## src/rtl/watch_pkg.sv

```systemverilog
`default_nettype none
// +----------------------------------------------------------------------+
// | watch_pkg                                                            |
// | Shared states, field limits and field encodings for the watch setter |
// | Rev 1.0                                                              |
// +----------------------------------------------------------------------+
package watch_pkg;

    typedef enum logic [1:0] {
        RUN      = 2'd0,
        SET_HOUR = 2'd1,
        SET_MIN  = 2'd2,
        SET_SEC  = 2'd3
    } state_t;

    localparam logic [5:0] HOUR_MAX = 6'd23;
    localparam logic [5:0] MIN_MAX  = 6'd59;
    localparam logic [5:0] SEC_MAX  = 6'd59;

    localparam logic [2:0] FLD_HOUR = 3'b100;
    localparam logic [2:0] FLD_MIN  = 3'b010;
    localparam logic [2:0] FLD_SEC  = 3'b001;

    function automatic logic [5:0] clamp_field(input logic [5:0] val, input logic [5:0] max);
        return (val > max) ? max : val;
    endfunction

    // Single-field step with wrap; no carry into neighbouring fields.
    function automatic logic [5:0] wrap_step(input logic [5:0] val, input logic [5:0] max,
                                             input logic up);
        if (up)
            return (val >= max) ? 6'd0 : val + 6'd1;
        else
            return (val == 6'd0 || val > max) ? max : val - 6'd1;
    endfunction

    function automatic logic [2:0] field_of(input state_t s);
        case (s)
            SET_HOUR: return FLD_HOUR;
            SET_MIN:  return FLD_MIN;
            SET_SEC:  return FLD_SEC;
            default:  return 3'b000;
        endcase
    endfunction

endpackage
`default_nettype wire

```

## src/rtl/btn_repeat.sv

```systemverilog
`default_nettype none
// +----------------------------------------------------------------------+
// | btn_repeat                                                           |
// | Edge step plus hold-to-auto-repeat for one step button               |
// | Rev 1.0                                                              |
// +----------------------------------------------------------------------+
module btn_repeat #(
    parameter int HOLD_DLY      = 50_000_000,
    parameter int REPEAT_PERIOD = 10_000_000
) (
    input  logic clk,
    input  logic rst,
    input  logic btn,
    input  logic enable,
    input  logic restart,
    output logic step
);

    localparam int MAXC = (HOLD_DLY > REPEAT_PERIOD) ? HOLD_DLY : REPEAT_PERIOD;
    localparam int CW   = $clog2(MAXC + 1);

    logic          r_btn_q;
    logic          r_rep;
    logic [CW-1:0] r_cnt;
    logic          w_rise;
    logic          w_timeout;
    logic [CW-1:0] w_limit;

    assign w_rise    = btn & ~r_btn_q;
    assign w_limit   = r_rep ? CW'(REPEAT_PERIOD - 1) : CW'(HOLD_DLY - 1);
    assign w_timeout = btn & r_btn_q & (r_cnt == w_limit);
    assign step      = enable & ~restart & (w_rise | w_timeout);

    // r_cnt counts cycles since the last step (or since a restart).
    always_ff @(posedge clk) begin
        if (rst) begin
            r_btn_q <= 1'b0;
            r_rep   <= 1'b0;
            r_cnt   <= '0;
        end else begin
            r_btn_q <= btn;
            if (!enable || restart || !btn || w_rise) begin
                r_rep <= 1'b0;
                r_cnt <= '0;
            end else if (w_timeout) begin
                r_rep <= 1'b1;
                r_cnt <= '0;
            end else begin
                r_cnt <= r_cnt + CW'(1);
            end
        end
    end

endmodule
`default_nettype wire

```

## src/rtl/watch_set_ctrl.sv

```systemverilog
`default_nettype none
// +----------------------------------------------------------------------+
// | watch_set_ctrl                                                       |
// | Time-setting controller: capture, field edit, auto-repeat, reload    |
// | Rev 1.0                                                              |
// +----------------------------------------------------------------------+
module watch_set_ctrl
    import watch_pkg::*;
#(
    parameter int HOLD_DLY      = 50_000_000,
    parameter int REPEAT_PERIOD = 10_000_000,
    parameter int BLINK_PERIOD  = 25_000_000
) (
    input  logic       clk,
    input  logic       rst,
    input  logic       btn_mode,
    input  logic       btn_next,
    input  logic       btn_up,
    input  logic       btn_down,
    input  logic [4:0] i_hour,
    input  logic [5:0] i_min,
    input  logic [5:0] i_sec,
    output logic       o_run_en,
    output logic       o_load,
    output logic [4:0] o_hour,
    output logic [5:0] o_min,
    output logic [5:0] o_sec,
    output logic [2:0] o_field,
    output logic       o_blink
);

    localparam int BW = $clog2(BLINK_PERIOD + 1);

    state_t        r_state, w_state_nxt;
    logic          r_mode_q, r_next_q;
    logic [BW-1:0] r_blink_cnt;
    logic          w_mode_rise, w_next_rise;
    logic          w_in_set, w_capture, w_load_nxt, w_field_chg, w_rep_en;
    logic          w_up_step, w_dn_step, w_step, w_step_up;

    assign w_mode_rise = btn_mode & ~r_mode_q;
    assign w_next_rise = btn_next & ~r_next_q;
    assign w_in_set    = (r_state != RUN);
    assign w_field_chg = w_in_set & ~w_mode_rise & w_next_rise;
    assign w_rep_en    = w_in_set & ~w_mode_rise & ~(btn_up & btn_down);
    assign w_step      = w_up_step | w_dn_step;
    assign w_step_up   = w_up_step;

    btn_repeat #(.HOLD_DLY(HOLD_DLY), .REPEAT_PERIOD(REPEAT_PERIOD)) u_up (
        .clk(clk), .rst(rst), .btn(btn_up), .enable(w_rep_en),
        .restart(w_next_rise), .step(w_up_step)
    );

    btn_repeat #(.HOLD_DLY(HOLD_DLY), .REPEAT_PERIOD(REPEAT_PERIOD)) u_dn (
        .clk(clk), .rst(rst), .btn(btn_down), .enable(w_rep_en),
        .restart(w_next_rise), .step(w_dn_step)
    );

    always_ff @(posedge clk) begin
        if (rst) r_state <= RUN;
        else     r_state <= w_state_nxt;
    end

    // Mode outranks next; both outrank up/down (gated via w_rep_en and restart).
    always_comb begin
        w_state_nxt = r_state;
        w_capture   = 1'b0;
        w_load_nxt  = 1'b0;
        case (r_state)
            RUN: if (w_mode_rise) begin
                w_state_nxt = SET_HOUR;
                w_capture   = 1'b1;
            end
            SET_HOUR: if (w_mode_rise) begin
                w_state_nxt = RUN;
                w_load_nxt  = 1'b1;
            end else if (w_next_rise) w_state_nxt = SET_MIN;
            SET_MIN: if (w_mode_rise) begin
                w_state_nxt = RUN;
                w_load_nxt  = 1'b1;
            end else if (w_next_rise) w_state_nxt = SET_SEC;
            SET_SEC: if (w_mode_rise) begin
                w_state_nxt = RUN;
                w_load_nxt  = 1'b1;
            end else if (w_next_rise) w_state_nxt = SET_HOUR;
            default: w_state_nxt = RUN;
        endcase
    end

    always_ff @(posedge clk) begin
        if (rst) begin
            r_mode_q    <= 1'b0;
            r_next_q    <= 1'b0;
            o_run_en    <= 1'b1;
            o_load      <= 1'b0;
            o_field     <= 3'b000;
            o_hour      <= 5'd0;
            o_min       <= 6'd0;
            o_sec       <= 6'd0;
            o_blink     <= 1'b1;
            r_blink_cnt <= '0;
        end else begin
            r_mode_q <= btn_mode;
            r_next_q <= btn_next;
            o_run_en <= (w_state_nxt == RUN);
            o_load   <= w_load_nxt;
            o_field  <= field_of(w_state_nxt);

            if (w_capture) begin
                o_hour <= 5'(clamp_field({1'b0, i_hour}, HOUR_MAX));
                o_min  <= clamp_field(i_min, MIN_MAX);
                o_sec  <= clamp_field(i_sec, SEC_MAX);
            end else if (w_step) begin
                case (r_state)
                    SET_HOUR: o_hour <= 5'(wrap_step({1'b0, o_hour}, HOUR_MAX, w_step_up));
                    SET_MIN:  o_min  <= wrap_step(o_min, MIN_MAX, w_step_up);
                    SET_SEC:  o_sec  <= wrap_step(o_sec, SEC_MAX, w_step_up);
                    default:  ;
                endcase
            end

            // Keep the field solidly visible whenever the user touches it.
            if (w_state_nxt == RUN || w_capture || w_field_chg || w_step) begin
                o_blink     <= 1'b1;
                r_blink_cnt <= '0;
            end else if (r_blink_cnt == BW'(BLINK_PERIOD - 1)) begin
                o_blink     <= ~o_blink;
                r_blink_cnt <= '0;
            end else begin
                r_blink_cnt <= r_blink_cnt + BW'(1);
            end
        end
    end

endmodule
`default_nettype wire
```

## config.mk

```make
export PLATFORM = sky130hd
export DESIGN_NAME = watch_set_ctrl
export DESIGN_NICKNAME = d
export VERILOG_FILES = /design/src/rtl/watch_pkg.sv /design/src/rtl/btn_repeat.sv /design/src/rtl/watch_set_ctrl.sv
export SDC_FILE = /design/constraint.sdc
export NUM_CORES = 1
export LEC_CHECK = 0
export ABC_AREA = 1
export CORE_MARGIN = 4
export CORE_UTILIZATION = 45
export CTS_BUF_LIST = sky130_fd_sc_hd__clkbuf_8
export DETAILED_ROUTE_END_ITERATION = 7
export REMOVE_ABC_BUFFERS = 1
export SYNTH_ARGS = -nofsm -noshare
export SYNTH_HDL_FRONTEND = slang
export SYNTH_HIERARCHICAL = 1
export SYNTH_SLANG_ARGS = --single-unit
```

## constraint.sdc

```tcl
create_clock -name clk -period 3.4 [get_ports clk]
set_clock_uncertainty 0.2 [all_clocks]
set_input_delay 0.68 -clock clk [delete_from_list [all_inputs] [get_ports clk]]
set_output_delay 0.68 -clock clk [all_outputs]
set_load 0.005 [all_outputs]
```

==> Word level (Yosys, flattened, before mapping) <==
Cells that the tools add are included.
{ "totals": {"elab_cells": 140, "reg_bits": 108, "out_inout_bits": 23, "inputBits": 23} }
{ "op_classes": {"n_eq_ne": 9, "addsub": 9, "bitwise": 27, "muxes": 34, "reduce_logical": 35, "n_lt_le_gt_ge": 9} }
{ "ops": {"columns": ["op", "n"], "rows": [
  ["2-to-1 mux 6 bit", 14],
  ["adder 26 x 1 -> 26 bit (second input constant)", 2],
  ["equality test 26 bit", 2],
  ["2-to-1 mux 26 bit", 2],
  ["2-to-1 mux 5 bit", 7],
  ["adder 25 x 1 -> 25 bit (second input constant)", 1],
  ["equality test 25 bit (second input constant)", 1],
  ["greater-than comparator 6 bit (second input constant)", 4],
  ["bitwise AND 1 bit", 15],
  ["2-to-1 mux 2 bit", 7],
  ["adder 6 x 1 -> 6 bit (second input constant)", 2],
  [">= comparator 6 bit (second input constant)", 2],
  ["logical NOT 6 bit", 2],
  ["OR reduction 3 bit", 4],
  ["subtractor 6 x 1 -> 6 bit (second input constant)", 2],
  ["logical OR 1 bit", 11],
  ["greater-than comparator 5 bit (second input constant)", 2],
  ["nonzero test 2 bit", 5],
  ["NOT 1 bit", 9],
  ["case mux 3 bit (3 select lines)", 1],
  ["equality test 2 bit (second input constant)", 4],
  ["case mux 2 bit (4 select lines)", 1],
  ["OR reduction 2 bit", 4],
  ["AND reduction 2 bit", 3],
  ["9 further kinds", 16]
]} }

==> Logic depth before layout (Yosys ltp) <==
Gate-level depths: netlist of the first run.
{ "depth": {"ltp_word": 11, "depth_mapped": 17, "depth_no_buf": 16} }

==> Hierarchy <==
Netlist of the first run, hierarchy kept.
{ "modules_own_cells": {"columns": ["mod", "cells_each", "n_inst", "seq_area_each_um2", "area_per_inst_um2"], "rows": [
  ["watch_set_ctrl", 548, 1, 1041.0, 3494.6],
  ["btn_repeat", 226, 2, 560.5, 1635.3]
]} }

==> Least setup slack after synthesis of the first run <==
Ideal clock, no wire load.
{ "synth_timing": {"path_type": "input to register", "startpoint": "in btn_mode", "endpoint": "reg o_hour[2]", "arrival_ps": 2259, "n_path_buf": 2, "stages": 14, "slack_ps": 809, "setup_time_ps": 132, "required_ps": 3068, "path_cell_list": "nand2_1 nand2_2 a21oi_1 nand2_1 inv_1 nand2_1 a21oi_1 buf_2 inv_1 buf_2 a21oi_1 nand3_1 nand2_1 a21oi_1"} }
{ "synth_between": {"elab_chain_cells": 10, "word_cells_on_any_way": 17, "cone_classes": "mux: 6; bitwise: 8; reduce/logical: 3"} }
{ "synth_rtl": {"columns": ["item", "line_no", "rtl"], "rows": [
  ["start: declaration", "watch_set_ctrl.sv:16", "input logic btn_mode,"],
  ["bitwise AND 1 bit *", "watch_set_ctrl.sv:41", "assign w_mode_rise = btn_mode & ~r_mode_q;"],
  ["NOT 1 bit *", "watch_set_ctrl.sv:45", "assign w_rep_en = w_in_set & ~w_mode_rise & ~(btn_up & btn_down);"],
  ["bitwise AND 1 bit * (2 in a row)", "watch_set_ctrl.sv:45", null],
  ["named net w_rep_en", "watch_set_ctrl.sv:38", "logic w_in_set, w_capture, w_load_nxt, w_field_chg, w_rep_en;"],
  ["bitwise AND 1 bit * (2 in a row)", "btn_repeat.sv:32", "assign step = enable & ~restart & (w_rise | w_timeout);"],
  ["named net w_step_up", "watch_set_ctrl.sv:39", "logic w_up_step, w_dn_step, w_step, w_step_up;"],
  ["2-to-1 mux 5 bit", "watch_pkg.sv:31", "if (up)"],
  ["2-to-1 mux 5 bit", "watch_set_ctrl.sv:114", "case (r_state)"],
  ["2-to-1 mux 5 bit", "watch_set_ctrl.sv:113", "end else if (w_step) begin"],
  ["2-to-1 mux 5 bit", "watch_set_ctrl.sv:109", "if (w_capture) begin"],
  ["end signal: assignment", "watch_set_ctrl.sv:110", "o_hour <= 5'(clamp_field({1'b0, i_hour}, HOUR_MAX));"],
  ["end signal: assignment", "watch_set_ctrl.sv:115", "SET_HOUR: o_hour <= 5'(wrap_step({1'b0, o_hour}, HOUR_MAX, w_step_up));"],
  ["end: declaration", "watch_set_ctrl.sv:25", "output logic [4:0] o_hour,"]
]} }
Mark *: on every way through the listed nets, which the timed path passes. The rest lies on a longest branch. The select of a mux whose other input is x is not followed.
A chain may end at the register's enable or synchronous reset.

==> Worst setup path in the final report of the first run <==
{ "layout_timing": {"startpoint": "in btn_mode", "endpoint": "reg r_blink_cnt[2]"} }
{ "layout_between": {"elab_chain_cells": 9, "word_cells_on_any_way": 21, "cone_classes": "mux: 7; bitwise: 9; reduce/logical: 5"} }
{ "layout_rtl": {"columns": ["item", "line_no", "rtl"], "rows": [
  ["bitwise AND 1 bit", "watch_set_ctrl.sv:41", null],
  ["NOT 1 bit", "watch_set_ctrl.sv:45", null],
  ["bitwise AND 1 bit (2 in a row)", "watch_set_ctrl.sv:45", null],
  ["named net w_rep_en", "watch_set_ctrl.sv:38", null],
  ["bitwise AND 1 bit (2 in a row)", "btn_repeat.sv:32", null],
  ["named net w_step_up", "watch_set_ctrl.sv:39", null],
  ["OR 1 bit", "watch_set_ctrl.sv:46", "assign w_step = w_up_step | w_dn_step;"],
  ["logical OR 1 bit", "watch_set_ctrl.sv:123", "if (w_state_nxt == RUN || w_capture || w_field_chg || w_step) begin"],
  ["OR reduction 3 bit (no source line)", null, null],
  ["end signal: assignment", "watch_set_ctrl.sv:130", "r_blink_cnt <= r_blink_cnt + BW'(1);"],
  ["end: declaration", "watch_set_ctrl.sv:36", "logic [BW-1:0] r_blink_cnt;"]
]} }
The timed path passes the listed nets, and every way through them passes these cells.

==> key figures, run 1 <==
Floorplan
  – Die Ht: 131 um
  – Row count: 44
  – Die ar.: 0.0171 mm^2
  – Initial core utilization: 0.462
  – CORE AREA: 0.0146 mm^2
  – Top Ports: 46
  – Die width: 131 um

Global route
  – Vias in the first global route: 5521
  – Antenna violations before repair: 0
  – Total GRT Usage: 0.184
  – GRT Residual Overflow: 0
  – First-pass GRT wire length: 25700 um
  – Largest net degree at the start of global routing: 25

Yosys
  – Top cell type's share of synthesized area: 0.320
  – Flop and latch count out of synthesis: 108
  – Synth top cells by count: nand2_1, inv_1, dfxtp_1, nor2_1, nand3_1
  – Count leader, synth: nand2_1
  – Ys flop type: dfxtp_1
  – Yosys top cell by area: dfxtp_1
  – Synth warn: 6
  – EDFF count, synth: 0
  – Ys async rst share: 0
  – Netlist Area Pre-Place: 0.00677 mm^2
  – Synth unique cells: 43
  – Dominant cells by area after synthesis: dfxtp_1, nand2_1, inv_1
  – Cells after Synth: 1000
  – Syn Area/Cell: 6.77 um^2
  – Register area share after synthesis: 0.320

Critical path
  – R2R Setup Slk: 0.79 ns
  – Critical path capture point type: flop
  – Crit path cell chain: clkdlybuf4s50_1 -> nand2_1 -> nand2_2 -> a21oi_1 -> nand2_1 -> inv_1 -> nand2_1 -> a21oi_1 -> nor2_4 -> inv_1 -> nor4_4 -> nand2_4 -> nor3_1
  – R2r endpoint: o_sec[1]
  – Worst EP required: 3.52 ns
  – WP data arrival: 2.89 ns
  – Largest stage delay, worst path: 0.55 ns
  – R2R depth: 13
  – Crit-path max FO: 24
  – WS Path Type: in2reg
  – Slowest CP cell: clkdlybuf4s50_1
  – R2R Path Start: u_up/r_cnt[0]
  – CP Launch Type: input port
  – Cell repeated most along the worst path: nand2_1

Flow run
  – # Max-Cap Violations: 0

Clock tree
  – Post-CTS resize count: 0
  – CTS max path bufs: 2
  – CTS Buf Count: 9
  – Hold_buf cts: 0
  – Post-CTS setup buffer count: 0
  – Clk root buf: clkbuf_8
  – CTS tree: yes
  – Number of H-tree levels: 3
  – Sink Count: 108
  – Worst-path clk slew: 0.10 ns
  – Worst-Skew Late Latency: 0.39 ns

Min path
  – Hold Startpoint: u_dn/r_cnt[0]
  – Min-Delay Path Depth: 1
  – Hold EP: u_dn/r_cnt[0]
  – Hold WC Path Type: reg2reg

STA
  – RSZ-0062 raised after global routing: no
  – Final Max Tran Viols: 0
  – Worst-Margin Slew: 0.499 ns
  – Minimum clock period: 2.78 ns
  – Max-slew headroom: 0.666
  – Setup TNS: 0 ns
  – Final Hold Fails: 0
  – Final setup vio count: 0
  – Highest Clock Rate: 0.360 GHz
  – Tcrit/Tclk final: 0.817

Run status
  – Status: complete, no violations

Route
  – Final wirelength: 15100 um
  – WL per Instance: 12.2 um
  – 1st-iter DRT viols: 278
  – Vias: 6065
  – Vias/cell: 4.90
  – Initial DRT Pass Iterations: 5
  – Remaining DRCs: 0
  – ANT nets after route: 0

Placed design
  – GPL Wtd Cong: 0.864
  – Port bufs: 45
  – DP Area: 0.00735 mm^2
  – DP Cell Count: 1221
  – Dpl hpwl: 11600 um

Layout
  – Finished Cell Area: 0.00755 mm^2
  – Core Util, Final: 0.515
  – Diodes inserted: 0
  – Nets: 1082
  – Finished Layout Cells: 1237
  – Area delta synth->final: 11.6%
  – Share of cells above drive strength 1: 0.128

Power and ir drop
  – Cell area power density: 333 mW/mm^2
  – Tot Pwr: 2.51 mW
  – Worst vdd ir: 200 uV
  – Leakage power: 2.85 nW
==> power breakdown <==
part | total (mW) | switching (mW) | leakage [nW] | internal [mW]
clock network | 0.817 | 0.457 | 0.100 | 0.360
logic | 0.364 | 0.203 | 1.87 | 0.161
registers | 1.33 | 0.0396 | 0.875 | 1.29
total | 2.51 | 0.699 | 2.85 | 1.81
==> layout by cell type (no fill, tap or decap), types with 10 or more instances in the layout <==
cell type | Yosys | layout
nand2_1 | 250 | 250
nand2_2 | 10 | 10
dfxtp_1 | 108 | 108
clkdlybuf4s50_1 | 0 | 45
clkbuf_8 | 0 | 10
o21ai_0 | 20 | 20
a21oi_1 | 38 | 38
ha_1 | 11 | 11
nor2_2 | 40 | 40
nand3b_1 | 10 | 10
nand4_1 | 25 | 25
a21oi_2 | 13 | 13
nand3_1 | 81 | 81
xor2_1 | 22 | 22
nor2_4 | 18 | 18
xnor2_1 | 15 | 15
nor2_1 | 108 | 108
nor3_1 | 33 | 33
inv_1 | 134 | 135
==> metrics by stage <==
step	hold WS, ns	worst slack (ns)
after floorplan	0.227	0.536
after global placement	0.240	0.255
after detailed placement	0.246	0.186
after CTS	0.272	0.613
after global routing	0.290	0.258
final	0.263	0.623
==> area by class of cell <==
cell class	count	area (um^2)
inverters	139	522
multi-input cells	737	3920
repair buffers	53	510
fillers	1523	7100
clock buffers	10	138
well taps	184	230
clock inverters	6	62.6
flip-flops and latches	108	2160
==> flip-flops by register name (all words and copies together), names as in the netlist <==
name          count
u_dn/r_cnt       26
u_up/r_cnt       26
r_blink_cnt      25
o_min             6
o_sec             6
o_hour            5
o_field           3
r_state           2
o_blink           1
o_load            1
o_run_en          1
r_mode_q          1
r_next_q          1
u_dn/r_btn_q      1
u_dn/r_rep        1
u_up/r_btn_q      1
u_up/r_rep        1
==> how the worst max path moves through the flow <==
stage	start	cells after the start	to
6_report	btn_mode	13	r_blink_cnt[2]
5_1_grt	btn_mode	14	o_hour[2]
4_1_cts	btn_mode	13	r_blink_cnt[6]
3_5_place_dp	btn_mode	13	r_blink_cnt[2]
3_3_place_gp	btn_mode	13	r_blink_cnt[2]
2_1_floorplan	btn_mode	12	o_hour[2]
==> logic make-up after synthesis <==
| logic type | share of synthesized area |
|---|---|
| XOR/XNOR | 0.0479 |
| buffers and inverters | 0.101 |
| AND/OR/NAND/NOR | 0.433 |
| AO/OA/AOI/OAI | 0.0782 |
| flip-flops | 0.320 |
| adder cells (fa/ha/maj) | 0.0203 |
==> layer usage <==
layer  part of all wire  vias up  wire length, um  global-route usage
met4              0.017        0              255              0.0605
met2               0.44      104             6600               0.288
met1               0.51     2675             7750               0.261
met5                  0        -                0                   0
met3              0.033       17              505              0.0272
li1                   -     3269                -                   -
==> critical path: cells and delay by family <==
| family | cells | cell delay (ns) |
|---|---|---|
| AND/OR/NAND/NOR | 8 | 1.36 |
| buffers and inverters | 3 | 0.69 |
| AO/OA/AOI/OAI | 2 | 0.14 |
(Power assumes the default switching activity.)
==> inputs of run 2 (changes only) <==
--- a/config.mk
+++ b/config.mk
@@ -10,6 +10,7 @@
 export CORE_UTILIZATION = 45
 export CTS_BUF_LIST = sky130_fd_sc_hd__clkbuf_8
 export DETAILED_ROUTE_END_ITERATION = 7
+export PLACE_DENSITY = 0.66
 export REMOVE_ABC_BUFFERS = 1
 export SYNTH_ARGS = -nofsm -noshare
 export SYNTH_HDL_FRONTEND = slang
==> constraint.sdc (replaced) <==
create_clock -name clk -period 2.29 [get_ports clk]
set_clock_uncertainty 0.2 [all_clocks]
set_input_delay 0.458 -clock clk [delete_from_list [all_inputs] [get_ports clk]]
set_output_delay 0.458 -clock clk [all_outputs]
set_load 0.005 [all_outputs]
==> run 2 against run 1 <==
Effect of this change: non-clock buffer count grew 63; critical endpoint is now o_sec[0]; total power is 51% higher; highest routed layer unchanged; combinational power grew 57%; die area is the same; critical path type is now reg2reg; sequential share of layout area fell by 2.0 points.
==> key figures, run 2 (synthesis gave the netlist of run 1 again) <==
STA
  – Final Hold Fails: 0 (unchanged)
  – Highest Clock Rate: 0.448 GHz
  – Final worst slack: 0.0574 ns (-0.566 ns)
  – Worst-Margin Slew: 0.529 ns (+0.0303 ns)
  – Minimum clock period: 2.23 ns
  – Max-slew headroom: 0.646 (-0.0203)
  – Final setup vio count: 0 (unchanged)
  – Tcrit/Tclk final: 0.975
  – RSZ-0062 raised after global routing: yes
  – Final Max Tran Viols: 0 (unchanged)

Route
  – WL per Instance: 12.1 um (-1.2%)
  – ANT nets after route: 0 (unchanged)
  – Initial DRT Pass Iterations: 5 (unchanged)
  – Vias/cell: 4.90 (-0.11%)
  – 1st-iter DRT viols: 419 (+51%)
  – Remaining DRCs: 0 (unchanged)
  – Vias: 6372 (+5.1%)
  – Final wirelength: 15700 um (+3.9%)

Layout
  – Fillers: 1448 (-4.9%)
  – Top flop regs: u_dn/r_cnt x26, u_up/r_cnt x26, r_blink_cnt x25
  – Nets: 1146 (+5.9%)
  – Multi-input gate area: 0.00405 mm^2 (+3.3%)
  – Core Util, Final: 0.560 (+0.0447)
  – Share of cells above drive strength 1: 0.216 (+0.0876)
  – Commonest non-fill, non-tap cell in the layout: nand2_1
  – Diodes inserted: 0 (unchanged)
  – Most frequent cells in the layout: nand2_1, inv_1, nor2_1, dfxtp_1, nand3_1
  – Area delta synth->final: 21.2%
  – Finished Cell Area: 0.00820 mm^2 (+8.7%)
  – Seq. cell area: 0.00218 mm^2 (+0.93%)

Power and ir drop
  – Leakage power: 3.20 nW (+12%)
  – Tot Pwr: 3.80 mW (+51%)
  – Cell area power density: 463 mW/mm^2 (+39%)
  – Worst vdd ir: 361 uV (+81%)

Clock tree
  – Sink Count: 108 (unchanged)
  – CTS tree: yes
  – Worst-path clk slew: 0.11 ns (about the same)
  – Number of H-tree levels: 3 (unchanged)
  – Clk root buf: clkbuf_8
  – Worst-Skew Late Latency: 0.38 ns (about the same)
  – CTS Buf Count: 9 (unchanged)
  – Hold_buf cts: 0 (unchanged)
  – CTS max path bufs: 2 (unchanged)

Run status
  – Status: complete, no violations

Global route
  – Total GRT Usage: 0.186 (+0.00159)
  – GRT Residual Overflow: 0 (unchanged)
  – Largest net degree at the start of global routing: 24 (-4.0%)
  – First-pass GRT wire length: 26200 um (+1.9%)
  – Antenna violations before repair: 0 (unchanged)
  – Vias in the first global route: 5799 (+5.0%)

Floorplan
  – Die Ht: 131 um (unchanged)
  – Die width: 131 um (unchanged)
  – Top Ports: 46 (unchanged)
  – CORE AREA: 0.0146 mm^2 (unchanged)
  – Row count: 44 (unchanged)
  – Initial core utilization: 0.462 (unchanged)
  – Die ar.: 0.0171 mm^2 (unchanged)

Critical path
  – Crit-path max FO: 6 (-75%)
  – Crit path max-delay family: buffers and inverters
  – CP Launch Type: flop
  – Crit path cell chain: ha_4 -> nand3_4 -> nor2_4 -> inv_2 -> nor2_4 -> nand2_4 -> a21oi_2 -> buf_6 -> clkinvlp_4 -> buf_4 -> buf_4 -> nand2_1 -> nand3_1 -> nand2_1 -> a21oi_1
  – Critical path capture point type: flop
  – WP data arrival: 2.31 ns (-0.58 ns)
  – Worst EP required: 2.36 ns (-1.16 ns)
  – Slowest CP cell: dfxtp_2
  – Largest stage delay, worst path: 0.37 ns (-0.18 ns)
  – WS Path Type: reg2reg
  – Crit path buf inv count: 5 (+2)

Placed design
  – Pre-CTS WS: -0.605 ns (-0.792 ns)
  – GPL Wtd Cong: 0.925 (+7.1%)
  – Dpl hpwl: 11600 um (-0.30%)
  – Port bufs: 45 (unchanged)
  – DP Area: 0.00771 mm^2 (+5.0%)

Flow run
  – # Max-Cap Violations: 0 (unchanged)

Min path
  – Hold WC Path Type: in2reg
==> run 2: layout make-up <==
| cell class | instances | share of cell area |
|---|---|---|
| clock buffer | 9 | 0.0151 |
| sequential | 108 | 0.266 |
| timing repair buffer | 116 | 0.123 |
| multi-input combinational | 738 | 0.494 |
| inverter | 139 | 0.0641 |
| tap | 184 | 0.0281 |
| clock inverter | 7 | 0.00992 |
==> run 2: layer usage <==
layer,vias up,wire (um),GRT usage
met3,11,594,0.0301
li1,3397,-,-
met2,128,7250,0.302
met1,2836,7700,0.261
met5,-,0,0
met4,0,146,0.0423
==> run 2: worst paths after layout <==
kind	from	slack [ns]	depth (start not counted)	to
setup / recovery	u_up/r_cnt[1]	0.06	15	o_sec[0]
hold / removal	btn_next	0.26	4	r_next_q
setup reg to reg	u_up/r_cnt[1]	0.06	15	o_sec[0]
hold reg to reg	r_blink_cnt[0]	0.28	1	r_blink_cnt[0]
==> run 2: stage by stage <==
step	instances	TNS [ns]	hold WS, ns
floorplan	984	-11.33	0.227
global placement	1270	-20.72	0.256
detailed placement	1270	-22.21	0.264
CTS	1290	0	0.281
global route	1301	-0.213	0.251
finish	1301	0	0.259
==> run 2: what timing repair did <==
item	in CTS	in global routing
buffers inserted	3	11
endpoints found under the setup margin	41	43
resized for setup	11	50
gates cloned	1	0
pin swaps	8	12
==> run 2: worst register-to-register path: cells and delay by family, from the launching register on <==
kind	cells	cell delay (ns)
compound gates	2	0.19
fa+ha+maj	1	0.15
buf+inv	5	0.65
flops	1	0.37
simple gates	7	0.58
==> run 2: report_power, final <==
part	switching, mW	total (mW)	internal, mW
logic	0.308	0.573	0.266
clock network	0.724	1.25	0.524
registers	0.0595	1.98	1.92
